<file path="config.mk">
export PLATFORM = sky130hd
export DESIGN_NAME = exec_sequencer
export DESIGN_NICKNAME = d
export VERILOG_FILES = /design/src/rtl/exec_sequencer.sv
export SDC_FILE = /design/constraint.sdc
export NUM_CORES = 1
export LEC_CHECK = 0
export BUFFER_PORTS_ARGS = -buffer_cell sky130_fd_sc_hd__buf_2
export CAP_MARGIN = 20
export CORE_ASPECT_RATIO = 0.8
export CORE_MARGIN = 5
export CORE_UTILIZATION = 49
export CTS_BUF_LIST = sky130_fd_sc_hd__clkbuf_8
export DETAILED_ROUTE_END_ITERATION = 8
export GPL_TIMING_DRIVEN = 1
export HOLD_SLACK_MARGIN = 0.02
export PLACE_DENSITY = 0.89
export REMOVE_ABC_BUFFERS = 1
export SLEW_MARGIN = 20
export SYNTH_ARGS = -nofsm -noshare
export SYNTH_HDL_FRONTEND = slang
export SYNTH_SLANG_ARGS = --single-unit
</file>
<file path="constraint.sdc">
create_clock -name clk -period 4.8 [get_ports clk]
set_input_delay 0.96 -clock clk [delete_from_list [all_inputs] [get_ports clk]]
set_output_delay 0.96 -clock clk [all_outputs]
set_load 0.03 [all_outputs]
</file>
<file path="src/rtl/exec_sequencer.sv">
// exec_sequencer: multi-cycle control FSM for the RV32I core.
// Owns the architectural PC and instruction register, fetches through a
// request/valid handshake, strobes the execute stage, sequences optional
// data-memory access and writeback, counts retired instructions and halts
// on illegal instruction, misaligned next PC or memory timeout.

module exec_sequencer #(
    parameter logic [31:0] RESET_PC    = 32'h0000_0000,
    parameter int          MEM_TIMEOUT = 16
) (
    input  logic        clk,
    input  logic        rst,

    output logic        imem_req,
    output logic [31:0] imem_addr,
    input  logic        imem_valid,
    input  logic [31:0] imem_rdata,

    output logic [31:0] pc,
    output logic [31:0] ir,

    input  logic        dec_illegal,
    input  logic        dec_is_load,
    input  logic        dec_is_store,
    input  logic        dec_reg_we,

    input  logic [31:0] pc_next_in,
    output logic        ex_en,

    output logic        dmem_req,
    output logic        dmem_we,
    input  logic        dmem_ready,

    output logic        rf_we,
    output logic [31:0] instret,
    output logic        halted,
    output logic [1:0]  halt_cause,
    output logic [2:0]  state
);

    // Nine bits hold every count up to the largest legal timeout of 256.
    localparam int         CNT_W    = 9;
    localparam logic [CNT_W-1:0] CNT_LAST = CNT_W'(MEM_TIMEOUT - 1);

    typedef enum logic [2:0] {
        S_FETCH  = 3'd0,
        S_DECODE = 3'd1,
        S_EXEC   = 3'd2,
        S_MEM    = 3'd3,
        S_WB     = 3'd4,
        S_HALT   = 3'd5
    } state_t;

    typedef enum logic [1:0] {
        CAUSE_NONE      = 2'd0,
        CAUSE_ILLEGAL   = 2'd1,
        CAUSE_MISALIGN  = 2'd2,
        CAUSE_TIMEOUT   = 2'd3
    } cause_t;

    state_t           state_q;
    cause_t           cause_q;
    logic [31:0]      pc_q;
    logic [31:0]      ir_q;
    logic [31:0]      instret_q;
    logic [CNT_W-1:0] wait_cnt;

    // The execute stage's next PC must be word aligned to retire.
    logic wb_ok;
    assign wb_ok = (pc_next_in[1:0] == 2'b00);

    // Outstanding request has reached its last permitted cycle.
    logic wait_expired;
    assign wait_expired = (wait_cnt == CNT_LAST);

    // Single sequencing process: state, architectural registers, wait counter.
    // NOTE: sequential state uses non-blocking assignments only, so every
    // register samples pre-edge values regardless of statement order.
    always_ff @(posedge clk or posedge rst) begin
        if (rst) begin
            state_q   <= S_FETCH;
            cause_q   <= CAUSE_NONE;
            pc_q      <= RESET_PC;
            ir_q      <= 32'h0;
            instret_q <= 32'h0;
            wait_cnt  <= '0;
        end else begin
            case (state_q)
                S_FETCH: begin
                    if (imem_valid) begin
                        ir_q     <= imem_rdata;
                        wait_cnt <= '0;
                        state_q  <= S_DECODE;
                    end else if (wait_expired) begin
                        cause_q  <= CAUSE_TIMEOUT;
                        state_q  <= S_HALT;
                    end else begin
                        wait_cnt <= wait_cnt + 1'b1;
                    end
                end

                S_DECODE: begin
                    if (dec_illegal) begin
                        cause_q <= CAUSE_ILLEGAL;
                        state_q <= S_HALT;
                    end else begin
                        state_q <= S_EXEC;
                    end
                end

                S_EXEC: begin
                    state_q <= (dec_is_load || dec_is_store) ? S_MEM : S_WB;
                end

                S_MEM: begin
                    if (dmem_ready) begin
                        wait_cnt <= '0;
                        state_q  <= S_WB;
                    end else if (wait_expired) begin
                        cause_q  <= CAUSE_TIMEOUT;
                        state_q  <= S_HALT;
                    end else begin
                        wait_cnt <= wait_cnt + 1'b1;
                    end
                end

                S_WB: begin
                    if (!wb_ok) begin
                        cause_q <= CAUSE_MISALIGN;
                        state_q <= S_HALT;
                    end else begin
                        pc_q      <= pc_next_in;
                        instret_q <= instret_q + 32'd1;
                        state_q   <= S_FETCH;
                    end
                end

                S_HALT: begin
                    state_q <= S_HALT;
                end

                // NOTE: the unused encodings 6 and 7 are trapped explicitly so
                // a corrupted state register lands in HALT instead of wandering.
                default: begin
                    cause_q <= CAUSE_NONE;
                    state_q <= S_HALT;
                end
            endcase
        end
    end

    // Strobes and requests are pure decodes of the registered state, so they
    // follow an asynchronous reset in the same instant.
    // NOTE: continuous assigns with a full expression on every path cannot
    // infer a latch, unlike an incomplete always_comb.
    assign imem_req   = (state_q == S_FETCH);
    assign ex_en      = (state_q == S_EXEC);
    assign dmem_req   = (state_q == S_MEM);
    assign dmem_we    = (state_q == S_MEM) && dec_is_store;
    assign rf_we      = (state_q == S_WB) && dec_reg_we && wb_ok;
    assign halted     = (state_q == S_HALT);

    assign imem_addr  = pc_q;
    assign pc         = pc_q;
    assign ir         = ir_q;
    assign instret    = instret_q;
    assign halt_cause = cause_q;
    assign state      = state_q;

endmodule

</file>
# == Yosys cells after proc, flatten, opt, wreduce, memory -nomap -nowiden ==
# Cells that the tools add are included.
# op_classes
add_sub_neg,2
mul,0
div_mod_pow,0
order_cmp,0
eq_ne,10
shift,0
n_mux,17
bitwise,1
reduce_logical,11
# ops
op,n
"adder 32 x 1 -> 32 bit, second input constant",1
two-way mux 9 bit,3
two-way mux 3 bit,6
one-hot mux 9 bit (2 select lines),1
one-hot mux 3 bit (5 select lines),1
two-way mux 2 bit,5
one-hot mux 2 bit (5 select lines),1
"adder 9 x 1 -> 9 bit, second input constant",1
"== test 9 x 4 -> 1 bit, second input constant",1
"!= test 2 bit, second input constant",4
"== test 3 x 2 -> 1 bit, second input constant",2
"== test 3 bit, second input constant",2
AND reduction 5 bit,1
AND reduction 2 bit,2
"== test 3 x 1 -> 1 bit, second input constant",1
logical AND 1 bit,3
logical NOT 3 bit,1
logical NOT 2 bit,1
nonzero test 2 bit,1
OR reduction 2 bit,1
logical OR 1 bit,1
inverter 1 bit,1
# totals
reg_bits,110
latchBits,0
ram_bits,0
mem_bits_ro,0
input_bits,72
word_cells,47
memories,0

# == Logic depth before layout (Yosys ltp) ==
# logic_depth
ltp_word,4
depth_mapped,7

# == Worst setup path before layout ==
# Ideal clock, no wire load.
# synth_path
path_type,reg-to-output
from,register state_q[1] (netlist: state[1])
to,output port dmem_we
arrival_ns,1.747
path_slack_ns,2.093
stages_incl_launch_ff,4
n_path_buf,0
cell_sequence,dfrtp_1 nand2_1 nor2_1 and2_1
# synth_via
elab_chain_cells,2
# synth_rtl
element,line_no,text
from (decl),61,state_t state_q;
from (signal assigned),112,state_q <= (dec_is_load || dec_is_store) ? S_MEM : S_WB;
== test 3 x 2 -> 1 bit,n/a,
via dmem_req,30,"output logic dmem_req,"
logical AND 1 bit,159,assign dmem_we = (state_q == S_MEM) && dec_is_store;
to (decl),31,"output logic dmem_we,"
# The timed path passes the listed nets, and every way through them passes these cells.

# == Final worst setup path ==
# layout_path
from,register state_q[2] (netlist: state[2])
to,output port halted
# layout_via
elab_chain_cells,1
# layout_rtl
element,line_no,text
== test 3 bit,161,assign halted = (state_q == S_HALT);
to (decl),36,"output logic halted,"
# No other way between the ends.

==> impl_metrics.csv <==
group,metric,value,unit
outcome,outcome,"completed",
route,vias,3781,
timing,fin_skew,8.99,ps
floorplanning,start_util,50.4,%
clock_network,ctsResizeCount,0,
clock_network,cts_max_path_buffers,2,
synth,synth-seq-cells,110,
pwr,ir_worst_vdd,0.448,mV
setup_path,slowest_stage,"dfrtp_1",
cells_and_area,antenna_cells,0,
clock_network,postCtsSetupBuffers,0,
clock_network,ctsHoldBuffers,0,
clock_network,tritoncts,"built",
clock_network,htree_num_levels,3,
synth,synth_fa_ha_area_share,0.510,%
timing,fmax,356,MHz
floorplanning,die_y,99.5,um
global_routing,grt-ovfl-total,0,
setup_path,end_kind,"output port",
setup_path,start_kind,"flip-flop",
synth,synthArstFlopShare,100,%
floorplanning,dieArea,12100,um2
synth,yosys.area_share.simple,19.5,%
synth,syn_area,4900,um2
route,drc,0,
setup_path,cp_max_fo,14,
global_routing,grt_usage,19.5,%
setup_path,critPathArrivalTime,1850,ps
timing,post-route-min-period,2810,ps
timing,maxSlewViolCount,0,
clock_network,clkTransAtPathRegs,100,ps
synth,yosysWarnings,0,
floorplanning,io_pins,211,
synth,synth_cell_type_count,47,
floorplanning,core,9730,um2
cells_and_area,finalNonFillerCells,761,
flow_run,maxCapViolCount,0,
setup_path,max_stage_delay,670,ps
route,totalWireLength,11800,um
placed_design,dp_cells,747,
synth,synth_seq_area_share,56.1,%
setup_path,required,3840,ps
synth,synth.area.mux_share,8.42,%
clock_network,cts_sinks,110,
timing,tightest_slew,876,ps
route,via_per_inst,4.97,
timing,setup_tns,0,ps
setup_path,crit_chain,"clkinv_1 > nor2_1 > buf_2",
synth,synth_compound_area_share,2.30,%
synth,synth-xor-area-share,6.76,%
setup_path,crit_family,"flip-flops",
placed_design,gp_congestion,0.865,
timing,finalCritPeriodShare,58.6,%
floorplanning,die_w,122,um
cells_and_area,final_util,62.8,%
timing,slew_headroom,41.6,%
cells_and_area,final_nets,696,
global_routing,grt_max_degree,75,
setup_path,worst-setup-path-type,"flip-flop to output port",
route,wl_per_cell,15.5,um
placed_design,place_area,5850,um2
global_routing,grt_antenna_before_repair,0,
route,postRouteAntennaNets,0,
cells_and_area,final_layout_size_suffix_gt1_share,44.2,%
clock_network,clockRootBuffer,"clkbuf_8",
pwr,leakage,3.33,nW
placed_design,place_hpwl,8940,um
synth,syn_area_per_cell,11.0,um2
timing,finalSetupViolCount,0,
placed_design,portBuffers,210,
timing,rsz0062_at_grt,"no",
synth,synth-edff-count,0,
pwr,p_per_area,587,nW/um2
cells_and_area,area_growth_syn_to_layout,24.6,%
setup_path,path_buf_inv,2,
synth,synth_top_family_by_area,"simple AND/OR/NAND/NOR gates",
cells_and_area,design_area,6110,um2
synth,synthCells,445,
floorplanning,rows,32,
synth,yosys_most_used_dff,"dfrtp_1",
route,firstDrtPassIters,4,
clock_network,insertion_delay,360,ps
worst_hold_path,hold_class,"flip-flop to flip-flop",
global_routing,grt_pass1_wl,18800,um
timing,final_hold_viol_count,0,
route,drt-initial-drc-count,250,
global_routing,grt_pass1_vias,3815,
clock_network,cts_made_buffers,9,
## path summary, 6_finish.rpt
check / slack [ps] / start / endpoint / cells past startpoint
max in group asynchronous: 3010 / rst / instret[30] / 3
min in group asynchronous: 780 / rst / ir[20] / 2
hold reg to reg: 490 / instret[10] / instret[10] / 1
hold / removal: 490 / instret[10] / instret[10] / 1
setup / recovery: 1990 / state[2] / halted / 3
setup reg to reg: 2230 / state[2] / instret[23] / 5
## cell usage after synthesis (2+ instances only)
cell / instances / area share, %
nor3b_1: 2 / 0.31
dfrtp_1: 110 / 56
nand2_1: 107 / 8.2
clkbuf_1: 11 / 0.84
and4_1: 8 / 1.4
nor3_1: 4 / 0.41
and3_1: 10 / 1.3
nand2b_1: 2 / 0.26
nand4b_1: 2 / 0.36
xnor2_1: 27 / 4.8
nand4_1: 6 / 0.77
buf_2: 3 / 0.31
nand3_1: 13 / 1.3
ha_1: 2 / 0.51
nand3_2: 3 / 0.61
buf_4: 32 / 4.9
mux2i_1: 3 / 0.61
and2_1: 3 / 0.38
mux2_2: 34 / 7.8
or2_2: 2 / 0.26
nor2_1: 21 / 1.6
a21oi_1: 2 / 0.20
xor2_1: 9 / 1.6
o21ai_0: 6 / 0.61
## state kept, by name, indices dropped and copies added (netlist names)
register / cells
state: 3
halt_cause: 2
wait_cnt: 9
imem_addr: 32
instret: 32
ir: 32
## logic make-up (layout without fill, tap and decap cells)
| group | count (synthesis) | in the layout |
|---|---|---|
| simple gates | 193 | 193 |
| flops | 110 | 110 |
| buf+inv | 49 | 229 |
| xor+xnor | 37 | 37 |
| mux | 37 | 37 |
| compound gates | 17 | 17 |
| fa+ha+maj | 2 | 2 |
## metrics by stage
stage                     setup WS [ps]  power, mW  hold slack (ps)
after CTS                          2020       3.63              493
after floorplan                     938       2.39              484
final                              1990       3.59              490
after global routing               1880       3.78              518
after global placement             1890       2.87              470
after detailed placement           1820       2.92              474
## routing by layer
metal / track usage (%) / part of all wire (%) / vias up
li1: - / - / 1802
met1: 22.9 / 40 / 1809
met2: 33.8 / 49 / 153
met3: 7.45 / 9.6 / 17
met4: 5.34 / 1.2 / 0
met5: 0 / 0 / -
## cell type report
class | count | area [um2]
Multi-Input combinational cell | 286 | 1850
Clock buffer | 10 | 138
Clock inverter | 4 | 120
Sequential cell | 110 | 2750
Inverter | 2 | 10.0
Timing Repair Buffer | 213 | 1070
Fill cell | 799 | 3620
Tap cell | 136 | 170
## layout by cell type, fill, tap and decap left out, types with 4 or more instances in the layout
cell type / n
nand3_1: 13
xor2_1: 9
mux2_2: 34
bufinv_16: 4
nand4_1: 6
and4_1: 8
nand2_1: 106
buf_2: 210
nor2_1: 20
o21ai_0: 6
and3_1: 10
nor3_1: 4
dfrtp_1: 110
xnor2_1: 27
clkbuf_8: 10
## where the power goes
part	switching (mW)	internal, mW	leakage, nW
Clock	0.292	0.408	0.128
Sequential	0.197	1.20	1.42
Combinational	1.05	0.434	1.78
Total	1.54	2.05	3.33
No activity file was read; power rests on OpenSTA's default activity.
